File: src/rtl/fetch_pkg.sv
// rtl/fetch_pkg.sv - shared states and constants for the instruction fetch sequencer
package fetch_pkg;

  typedef enum logic [2:0] {
    IDLE   = 3'd0,
    FETCH0 = 3'd1,
    FETCH1 = 3'd2,
    FETCH2 = 3'd3,
    FETCH3 = 3'd4,
    VALID  = 3'd5
  } fetch_state_t;

  localparam int          INSTR_BYTES   = 4;
  localparam logic [1:0]  IO_REGION_TAG = 2'b11;
  localparam int          IO_TAG_MSB    = 7;
  localparam int          IO_TAG_LSB    = 6;
  localparam int          PC_RESET      = 0;

endpackage

File: src/rtl/instr_assembler.sv
// rtl/instr_assembler.sv - byte-lane shadow register with whole-word commit
// The committed word only changes on commit, so readers never see a partial instruction.
module instr_assembler #(
  parameter int DATA_WIDTH  = 8,
  parameter int INSTR_BYTES = 4,
  parameter int LANE_W      = $clog2(INSTR_BYTES)
) (
  input  logic                              clk,
  input  logic                              reset,
  input  logic                              clear,
  input  logic                              wr_en,
  input  logic [LANE_W-1:0]                 lane_sel,
  input  logic [DATA_WIDTH-1:0]             wr_data,
  input  logic                              commit,
  output logic [DATA_WIDTH*INSTR_BYTES-1:0] word
);

  localparam int WORD_W = DATA_WIDTH * INSTR_BYTES;

  logic [WORD_W-1:0] shadow;
  logic [WORD_W-1:0] shadow_next;

  always_comb begin
    shadow_next = shadow;
    if (wr_en) shadow_next[lane_sel*DATA_WIDTH +: DATA_WIDTH] = wr_data;
  end

  always_ff @(posedge clk) begin
    if (reset) begin
      shadow <= '0;
      word   <= '0;
    end else begin
      shadow <= clear ? '0 : shadow_next;
      // Commit merges the final lane written on this same edge.
      if (commit) word <= shadow_next;
    end
  end

endmodule

File: src/rtl/fetch_unit.sv
// rtl/fetch_unit.sv - PC-owning byte fetch sequencer; optional IO_FETCH_GUARD_EN aborts fetches from the IO region
module fetch_unit #(
  parameter int DATA_WIDTH  = 8,
  parameter int ADDR_WIDTH  = 8,
  parameter int INSTR_BYTES = fetch_pkg::INSTR_BYTES
) (
  input  logic                              clk,
  input  logic                              reset,
  input  logic                              start,
  input  logic                              pc_load,
  input  logic [ADDR_WIDTH-1:0]             pc_target,
  input  logic                              flush,
  input  logic                              ack,
  output logic [ADDR_WIDTH-1:0]             mem_addr,
  input  logic [DATA_WIDTH-1:0]             mem_q,
  output logic [DATA_WIDTH*INSTR_BYTES-1:0] instr,
  output logic                              instr_valid,
  output logic                              busy,
  output logic [ADDR_WIDTH-1:0]             pc,
  output logic                              fault
);
  import fetch_pkg::*;

  fetch_state_t          state;
  logic [ADDR_WIDTH-1:0] base;
  logic [ADDR_WIDTH-1:0] pc_next;
  logic [1:0]            lane_sel;
  logic                  in_fetch;
  logic                  io_hit;
  logic                  capture;
  logic                  commit;
  logic                  load_ok;

  always_comb begin
    in_fetch = (state == FETCH0) || (state == FETCH1) ||
               (state == FETCH2) || (state == FETCH3);
`ifdef IO_FETCH_GUARD_EN
    io_hit = in_fetch && (pc[IO_TAG_MSB:IO_TAG_LSB] == IO_REGION_TAG);
`else
    io_hit = 1'b0;
`endif
    case (state)
      FETCH1:  lane_sel = 2'd1;
      FETCH2:  lane_sel = 2'd2;
      FETCH3:  lane_sel = 2'd3;
      default: lane_sel = 2'd0;
    endcase
    capture = in_fetch && !flush && !io_hit;
    commit  = capture && (state == FETCH3);
    // pc_load is only honoured outside FETCH, or together with a flush.
    load_ok = pc_load && (!in_fetch || flush);

    pc_next = pc;
    if (load_ok)       pc_next = pc_target;
    else if (in_fetch) begin
      if (flush)        pc_next = base;
      else if (!io_hit) pc_next = pc + ADDR_WIDTH'(1);
    end
  end

  always_ff @(posedge clk) begin
    if (reset) begin
      state       <= IDLE;
      pc          <= ADDR_WIDTH'(PC_RESET);
      mem_addr    <= ADDR_WIDTH'(PC_RESET);
      base        <= ADDR_WIDTH'(PC_RESET);
      busy        <= 1'b0;
      instr_valid <= 1'b0;
      fault       <= 1'b0;
    end else begin
      pc       <= pc_next;
      mem_addr <= pc_next;
      if (load_ok) fault <= 1'b0;
      case (state)
        IDLE: begin
          if (start) begin
            state <= FETCH0;
            busy  <= 1'b1;
            base  <= pc_next;
          end
        end
        FETCH0, FETCH1, FETCH2, FETCH3: begin
          if (flush || io_hit) begin
            state <= IDLE;
            busy  <= 1'b0;
            if (!flush) fault <= 1'b1;
          end else begin
            case (state)
              FETCH0:  state <= FETCH1;
              FETCH1:  state <= FETCH2;
              FETCH2:  state <= FETCH3;
              default: begin
                state       <= VALID;
                busy        <= 1'b0;
                instr_valid <= 1'b1;
              end
            endcase
          end
        end
        VALID: begin
          if (flush) begin
            state       <= IDLE;
            instr_valid <= 1'b0;
          end else if (ack && start) begin
            state       <= FETCH0;
            instr_valid <= 1'b0;
            busy        <= 1'b1;
            base        <= pc_next;
          end else if (ack) begin
            state       <= IDLE;
            instr_valid <= 1'b0;
          end
        end
        default: begin
          state       <= IDLE;
          busy        <= 1'b0;
          instr_valid <= 1'b0;
        end
      endcase
    end
  end

  instr_assembler #(
    .DATA_WIDTH (DATA_WIDTH),
    .INSTR_BYTES(INSTR_BYTES),
    .LANE_W     (2)
  ) u_asm (
    .clk     (clk),
    .reset   (reset),
    .clear   (in_fetch && flush),
    .wr_en   (capture),
    .lane_sel(lane_sel),
    .wr_data (mem_q),
    .commit  (commit),
    .word    (instr)
  );

endmodule

File: config.mk
export PLATFORM = sky130hd
export DESIGN_NAME = fetch_unit
export DESIGN_NICKNAME = d
export VERILOG_FILES = /design/src/rtl/fetch_pkg.sv /design/src/rtl/instr_assembler.sv /design/src/rtl/fetch_unit.sv
export SDC_FILE = /design/constraint.sdc
export NUM_CORES = 1
export LEC_CHECK = 0
export BUFFER_PORTS_ARGS = -buffer_cell sky130_fd_sc_hd__buf_2
export CORE_MARGIN = 2
export CORE_UTILIZATION = 57
export CTS_BUF_LIST = sky130_fd_sc_hd__clkbuf_4
export CTS_CLUSTER_SIZE = 16
export DETAILED_ROUTE_END_ITERATION = 10
export GPL_TIMING_DRIVEN = 0
export PLACE_DENSITY_LB_ADDON = 0.08
export SYNTH_ARGS = -nofsm -noshare
export SYNTH_HDL_FRONTEND = slang
export SYNTH_HIERARCHICAL = 1
export SYNTH_SLANG_ARGS = --single-unit
File: constraint.sdc
create_clock -name clk -period 3.86 [get_ports clk]
set_clock_uncertainty 0.2 [all_clocks]
set_input_delay 0.193 -clock clk [delete_from_list [all_inputs] [get_ports clk]]
set_output_delay 0.193 -clock clk [all_outputs]
set_load 0.01 [all_outputs]
==> results of run 1 <==
==> report_power, final <==
group	internal (mW)	switching (mW)	total, mW	leakage [nW]
combinational	0.115	0.149	0.264	1.06
sequential	0.903	0.0250	0.928	0.689
clock	0.269	0.304	0.573	0.0803
total	1.29	0.478	1.77	1.83
==> state kept, by name, summed over array words and instances, names as in the netlist <==
name / flops
u_asm/word: 32
instr_valid: 1
u_asm/shadow: 32
base: 8
busy: 1
pc: 8
state: 3
==> how the worst max path moves through the flow <==
stage                     startpoint             end  slack [ns]
after global placement      state[2]  u_asm/word[15]        0.78
after detailed placement    state[2]  u_asm/word[15]        0.70
after global routing        state[2]   u_asm/word[7]        0.46
final                       state[2]  u_asm/word[18]        0.68
after CTS                   state[2]  u_asm/word[18]        0.68
after floorplan             state[2]  u_asm/word[15]        1.15
==> per-layer routing <==
metal / up-vias / global-route usage, %
met5: - / 0
met4: 0 / 11.8
met3: 15 / 3.05
met2: 102 / 42.6
met1: 1703 / 37.4
li1: 1695 / -
==> cell usage after synthesis, types with 3 or more instances <==
| cell type | count |
|---|---|
| a32oi_2 | 10 |
| a211oi_1 | 25 |
| a21boi_0 | 8 |
| ha_1 | 6 |
| or3_1 | 3 |
| and2_1 | 7 |
| a31oi_1 | 8 |
| clkbuf_1 | 18 |
| xnor2_1 | 4 |
| inv_1 | 3 |
| nand2_1 | 12 |
| o21ai_0 | 11 |
| nand2b_1 | 5 |
| nand3_1 | 6 |
| nor3_1 | 4 |
| mux2i_1 | 4 |
| buf_2 | 8 |
| a32oi_1 | 12 |
| buf_4 | 11 |
| nand3b_1 | 4 |
| dfxtp_1 | 85 |
| a21oi_1 | 10 |
| nor2_1 | 80 |
| nor2b_1 | 10 |
| a211oi_2 | 10 |
| a32o_1 | 4 |
==> cells by family (layout without fill, tap and decap cells) <==
kind of cell | Yosys count | count (layout) | synth area share, %
AND/OR/NAND/NOR | 154 | 154 | 20.1
flip-flops | 85 | 85 | 43.8
adder cells (fa/ha/maj) | 6 | 6 | 1.93
XOR/XNOR | 6 | 6 | 1.35
AO/OA/AOI/OAI | 114 | 114 | 25.0
other | 1 | 1 | 0.0966
buffers and inverters | 47 | 151 | 6.67
multiplexers | 4 | 4 | 1.03
==> final cells by class <==
cell class              instances  area (um2)
multi-input cells             285        1920
clock inverters                 6        87.6
flip-flops and latches         85        1700
fillers                       561        2010
plain buffers                  42         240
repair buffers                 88         531
clock buffers                  10        75.1
well taps                      80         100
inverters                       5        18.8
==> tightest hold or removal path, cell delays in order <==
cell and delay [ns]:
buf_2 0.09, o21ai_0 0.15, a21o_1 0.11, a21oi_1 0.06
==> impl_metrics.tcl, run 1 <==
set metrics [dict create \
    min_path_type "input port to flop" \
    critPathTopFamily "buffers and inverters" \
    initial_core_util_pct 58.1 \
    antenna_found_initial 0 \
    worst_setup_path_end_kind "flop" \
    post-route-util_pct 70.0 \
    layout_common_cells "85 x dfxtp_1, 80 x nor2_1, 78 x buf_2" \
    clkTransAtPathRegs_ns 0.13 \
    antenna_cells 0 \
    dpl_worst_slack_ns 0.700 \
    grt_pass1_wl_mm 15.8 \
    htree_levels 3 \
    drc_errors 0 \
    dr_wl_met2_mm 4.60 \
    peakVddDrop_uv 265 \
    power.total_mw 1.77 \
    vias 3515 \
    hold_buffers 18 \
    crit_cells 11 \
    hold_violations 0 \
    syn_area_um2 3880 \
    required_ns 3.96 \
    reg2reg_slack_ns 0.68 \
    first_pass_iters 4 \
    timing.rr.start "state[2]" \
    viasPerCell 5.85 \
    synth_top_area_share_pct 43.8 \
    cts_root_buf "clkbuf_4" \
    cts.sink_count 85 \
    clockBufferDepth 2 \
    setup_slack_ns 0.676 \
    worstHoldEndpoint "pc[7]" \
    final.min_clock_period_ns 3.18 \
    synthArstFlopShare_pct 0 \
    p_leak_nw 1.83 \
    place_congestion 0.905 \
    area_growth_pct 20.4 \
    port_buffers 70 \
    instances_no_fill 601 \
    drive_gt1_share_pct 26.9 \
    synth_area_leaders "dfxtp_1 44%, nor2_1 7.7%, a211oi_1 4.8%" \
    cts_tree "yes" \
    hp-start "pc_target[7]" \
    max_freq_ghz 0.314 \
    wirelength_mm 9.76 \
    maxCapViolations 0 \
    layout_commonest_cell "dfxtp_1" \
    worstRegToRegCells 11 \
    ys_warn_count 6 \
    synth_edf_count 0 \
    post_cts_buffers 0 \
    coreArea_um2 6680 \
    cp_cell_sequence "clkbuf_1 > nand2b_1 > a21oi_1 > buf_2 > inv_1 > ha_1 > and3b_1 > buf_6 > buf_12 > a32oi_2 > a211oi_2" \
    syn_inst 417 \
    insertion_delay_ns 0.44 \
    hold_ws_ns 0.0119 \
    ys_ff_latch 85 \
    placed_cell_area_um2 4330 \
    rsz0062_at_grt "no" \
    cts_resized 0 \
    hold_path_depth 4 \
    worstPathArrival_ns 3.28 \
    synth_top_flop_cell "dfxtp_1" \
    grt_overflow 0 \
    finalMaxSlewViolations 0 \
    die_w_um 86.5 \
    dp_cells 567 \
    critPathMaxStageDelay_ns 0.43 \
    crit_path_top_delay_cell "dfxtp_1" \
    wl_per_cell_um 16.2 \
    design_area_um2 4670 \
    setup_viol 0 \
    yosys.area.top_type "dfxtp_1" \
    boundaryPins 73 \
    top_layer "met4" \
    critical_path_buf_inv_count 5 \
    cts_made_buffers 9 \
    tns_ns 0 \
    fin_nets 544 \
    num_rows 30 \
    syn_avg_cell_area_um2 9.31 \
    initialDrtViolationCount 195 \
    hpwlAfterDp_mm 6.73 \
    dieArea_um2 7480 \
    routedLengthMet1_mm 4.47 \
    power_density_nw_per_um2 378 \
    cp-start-kind "flop" \
    relSlewSlack_pct 60.5 \
    ant_nets 0 \
    period_share_pct 82.5 \
    status "finished clean" \
    r2r_end "u_asm/word[18]" \
    track_usage_pct 27.0 \
    route.met3.wl_um 505 \
    worst-setup-path-type "flop to flop" \
    syn_nets 445 \
    grt_max_degree 15 \
    die_h_um 86.5 \
    worst_pin_slew_ns 0.587 \
    path_max_fanout 10 \
    synth.distinct_cells 63 \
    grt_pass1_vias 3214 \
    synth_seq_area_share_pct 43.8 \
]
Power figures use the tool's default switching activity.
==> run 2, diff against run 1 <==
==> constraint.sdc (replaced) <==
create_clock -name clk -period 3.13 [get_ports clk]
set_clock_uncertainty 0.2 [all_clocks]
set_input_delay 0.1565 -clock clk [delete_from_list [all_inputs] [get_ports clk]]
set_output_delay 0.1565 -clock clk [all_outputs]
set_load 0.01 [all_outputs]
==> impl_metrics.tcl, run 2 (synthesis gave the netlist of run 1 again) <==
set metrics [dict create \
    status "finished clean" \
    power_density_nw_per_um2 464 \
    layout_commonest_cell "dfxtp_1" \
    hp-start "pc_load" \
    num-fill-cells 557 \
    setup_viol 0 \
    grt_overflow 0 \
    cts_made_buffers 9 \
    crit_start "state[0]" \
    multi_input_area_um2 1920 \
    wl_per_cell_um 16.3 \
    internal_power_mw 1.59 \
    cts_tree "yes" \
    timing.rr.start "state[0]" \
    p_leak_nw 1.85 \
    antenna_found_initial 0 \
    worst-setup-path-type "flop to flop" \
    place_congestion 0.905 \
    tns_ns 0 \
    worst_pin_slew_ns 0.583 \
    area_growth_pct 21.1 \
    die_w_um 86.5 \
    max_freq_ghz 0.345 \
    viasPerCell 5.78 \
    combPwrFrac_pct 15.0 \
    ant_nets 0 \
    cts_root_buf "clkbuf_4" \
    drc_errors 0 \
    grt_pass1_vias 3226 \
    hpwlAfterDp_mm 6.73 \
    worst_setup_path_end_kind "flop" \
    maxCapViolations 0 \
    initialDrtViolationCount 191 \
    vias 3481 \
    p_sw_uw 591 \
    period_share_pct 92.6 \
    cp-start-kind "flop" \
    dieArea_um2 7480 \
    initial_core_util_pct 58.1 \
    relSlewSlack_pct 61.1 \
    layout_common_cells "83 x dfxtp_1, 80 x nor2_1, 78 x buf_2" \
    insertion_delay_ns 0.44 \
    hold_violations 0 \
    grt_pass1_wl_mm 15.8 \
    min_path_type "input port to flop" \
    peakVddDrop_uv 327 \
    clkTransAtPathRegs_ns 0.13 \
    port_buffers 70 \
    power_frac_seq_pct 52.6 \
    boundaryPins 73 \
    grt_max_degree 15 \
    switching_share_pct 27.1 \
    num_rows 30 \
    cts.sink_count 85 \
    track_usage_pct 27.0 \
    wirelength_mm 9.81 \
    final.min_clock_period_ns 2.90 \
    post_cts_buffers 0 \
    reg.largest.list "u_asm/shadow (32), u_asm/word (32)" \
    clockBufferDepth 2 \
    htree_levels 3 \
    path_max_fanout 10 \
    hold_ws_ns 0.0740 \
    die_h_um 86.5 \
    regArea_um2 1700 \
    rsz0062_at_grt "no" \
    worstPathArrival_ns 3.00 \
    required_ns 3.23 \
    fin_nets 545 \
    pwr-share-clk_pct 32.4 \
    coreArea_um2 6680 \
    drive_gt1_share_pct 27.2 \
    finalMaxSlewViolations 0 \
    antenna_cells 0 \
    first_pass_iters 4 \
]
run 2: stage by stage:
stage / area, um2 / util [%] / setup slack (ns) / total power [mW] / instances
final: 4700 / 70.3 / 0.231 / 2.18 / 602
after global routing: 4700 / 70.3 / 0.0172 / 2.27 / 602
after CTS: 4700 / 70.3 / 0.0925 / 2.19 / 602
after detailed placement: 4330 / 64.8 / -0.0300 / 1.47 / 567
after global placement: 4330 / 64.8 / 0.0496 / 1.46 / 567
after floorplan: 3880 / - / 0.420 / 1.37 / 417
run 2: final timing paths:
kind                    endpoint  slack, ns  cells past startpoint
setup / recovery  u_asm/word[18]       0.23                     11
setup reg to reg  u_asm/word[18]       0.23                     11
hold reg to reg          base[6]       0.28                      2
hold / removal             pc[7]       0.07                      4
run 2: repair_timing:
action | 4_1_cts | 5_1_grt
endpoints found under the hold margin | 45 | 0
endpoints found under the setup margin | 15 | 39
gates resized for setup | 0 | 2
hold buffers | 21 | 0
run 2: critical path: stages, from the launching register on:
cell	delay (ns)
dfxtp_1	0.39
buf_2	0.23
inv_1	0.07
or2_2	0.31
o21ai_0	0.21
inv_1	0.16
ha_1	0.38
and3b_1	0.21
buf_6	0.13
buf_12	0.14
a32oi_2	0.23
a211oi_2	0.10
run 2: metal layers:
layer,wire [um],part of all wire [%],global-route usage [%]
met1,4430,45,37.2
met5,0,0,0
met2,4660,48,43.0
met3,535,5.5,3.05
met4,185,1.9,11.8
run 2: power groups by stage:
stage / Sequential (mW) / Combinational [mW] / Clock [mW]
after floorplan: 1.17 / 0.203 / 0
after global placement: 1.17 / 0.298 / 0
after detailed placement: 1.17 / 0.303 / 0
after CTS: 1.14 / 0.324 / 0.718
after global routing: 1.15 / 0.358 / 0.764
final: 1.15 / 0.328 / 0.707
run 2: cell type report:
class	instances	area share (%)
Buffer	40	4.95
Clock buffer	10	1.60
Clock inverter	6	1.86
Inverter	5	0.399
Multi-Input combinational cell	285	40.9
Sequential cell	85	36.3
Tap cell	80	2.13
Timing Repair Buffer	91	11.9
==> run 3, diff against run 2 <==
--- a/config.mk
+++ b/config.mk
@@ -7,7 +7,7 @@
 export LEC_CHECK = 0
 export BUFFER_PORTS_ARGS = -buffer_cell sky130_fd_sc_hd__buf_2
 export CORE_MARGIN = 2
-export CORE_UTILIZATION = 57
+export CORE_UTILIZATION = 45
 export CTS_BUF_LIST = sky130_fd_sc_hd__clkbuf_4
 export CTS_CLUSTER_SIZE = 16
 export DETAILED_ROUTE_END_ITERATION = 10
==> impl_metrics.tcl, run 3 (synthesis gave the netlist of run 1 again) <==
set metrics [dict create \
    status "finished clean" \
    critPathMostFrequentCell "inv_1" \
    fin_nets 545 \
    worst_setup_path_end_kind "flop" \
    first_pass_iters 4 \
    boundaryPins 73 \
    layout_commonest_cell "dfxtp_1" \
    cts_made_buffers 9 \
    dieArea_um2 9380 \
    cts.sink_count 85 \
    wirelength_mm 9.70 \
    htree_levels 3 \
    vias 3427 \
    peakVddDrop_uv 248 \
    globalRouteMet3Util_pct 3.25 \
    top_usage_layer "met2" \
    reg.largest.list "u_asm/shadow (32), u_asm/word (32)" \
    post-route-util_pct 56.7 \
    clockBufferDepth 2 \
    worst-setup-path-type "flop to flop" \
    dp_cells 592 \
    finalMaxSlewViolations 0 \
    setup_viol 0 \
    layout_common_cells "83 x dfxtp_1, 80 x nor2_1, 78 x buf_2" \
    area_growth_pct 21.3 \
    clkTransAtPathRegs_ns 0.13 \
    dpl_worst_slack_ns -0.0277 \
    initialDrtViolationCount 165 \
    globalRouteMet2Util_pct 31.4 \
    final.min_clock_period_ns 2.95 \
    required_ns 3.22 \
    cts_tree "yes" \
    antenna_found_initial 0 \
    wl_per_cell_um 15.5 \
    critPathMaxStageDelay_ns 0.40 \
    insertion_delay_ns 0.41 \
    post_cts_buffers 0 \
    path_max_fanout 10 \
    port_buffers 70 \
    p_leak_nw 1.84 \
    grt_overflow 0 \
    period_share_pct 94.2 \
    cts_root_buf "clkbuf_4" \
    grt_max_degree 15 \
    power_density_nw_per_um2 446 \
    ant_nets 0 \
    drc_errors 0 \
    tns_ns 0 \
    setup_slack_ns 0.183 \
    hold_violations 0 \
    num-fill-cells 778 \
    grt_pass1_vias 3128 \
    cp_cell_sequence "buf_2 > inv_1 > or2_2 > o21ai_0 > inv_1 > ha_1 > and3b_1 > buf_6 > buf_12 > a32oi_2 > a211oi_2" \
    power.total_mw 2.10 \
    max_freq_ghz 0.339 \
    coreArea_um2 8300 \
    die_h_um 96.9 \
    num_rows 33 \
    design_area_um2 4710 \
    worstPathArrival_ns 3.03 \
    instances_no_fill 627 \
    grt_pass1_wl_mm 15.9 \
    die_w_um 96.9 \
    hold_ws_ns 0.0621 \
    initial_core_util_pct 46.8 \
    hpwlAfterDp_mm 6.98 \
    maxCapViolations 0 \
    place_congestion 0.842 \
    use_met1_pct 30.6 \
    antenna_cells 0 \
    min_path_type "input port to flop" \
    worst_pin_slew_ns 0.550 \
    track_usage_pct 20.7 \
    relSlewSlack_pct 63.0 \
    rsz0062_at_grt "no" \
    drive_gt1_share_pct 27.2 \
    crit_path_top_delay_cell "dfxtp_1" \
    placed_cell_area_um2 4360 \
    cp-start-kind "flop" \
    viasPerCell 5.47 \
]
==> run 3: cell count changes in the layout (fill, tap and decap cells not counted), sizes merged <==
| cell | before | now |
|---|---|---|
| bufinv | 2 | 1 |
| clkinvlp | 2 | 1 |
| clkinv | 3 | 5 |
==> run 3: cell type report <==
| type | instances | area (um2) | area share [%] |
|---|---|---|---|
| well taps | 105 | 131 | 2.79 |
| plain buffers | 40 | 233 | 4.94 |
| clock buffers | 10 | 75.1 | 1.59 |
| clock inverters | 6 | 63.8 | 1.36 |
| multi-input cells | 285 | 1920 | 40.8 |
| inverters | 5 | 18.8 | 0.399 |
| repair buffers | 91 | 561 | 11.9 |
| flip-flops and latches | 85 | 1700 | 36.2 |
==> run 3: worst max-delay path, delay by kind of cell (launching register included) <==
kind,cells,cell delay (ns)
buffers and inverters,5,0.76
DFF,1,0.40
adders and majority gates,1,0.39
and+or+nand+nor,2,0.52
AOI/OAI and AO/OA,3,0.56
==> run 3: path summary, 6_finish.rpt <==
path / slack, ns / end / start / cells after the start
max: 0.18 / u_asm/word[15] / state[0] / 11
min: 0.06 / pc[6] / pc_load / 4
max reg2reg: 0.18 / u_asm/word[15] / state[0] / 11
min reg2reg: 0.28 / base[6] / base[6] / 2
==> run 3: power by group <==
group	leakage [nW]	switching, mW	internal, mW
combinational	1.08	0.181	0.145
sequential	0.690	0.0323	1.11
clock	0.0740	0.376	0.252
total	1.84	0.590	1.51
==> run 3: layer usage <==
metal	part of all wire, %	wire (um)	up-vias
met5	0	0	-
met4	1.1	104	0
met3	3.8	364	10
met2	44	4270	81
met1	51	4970	1634
li1	-	-	1702
==> run 3: repair_timing <==
item / CTS / global route
endpoints found under the hold margin: 43 / 0
gates resized for setup: 0 / 2
cloned: 0 / 0
endpoints found under the setup margin: 5 / 30
hold buffers: 21 / 0
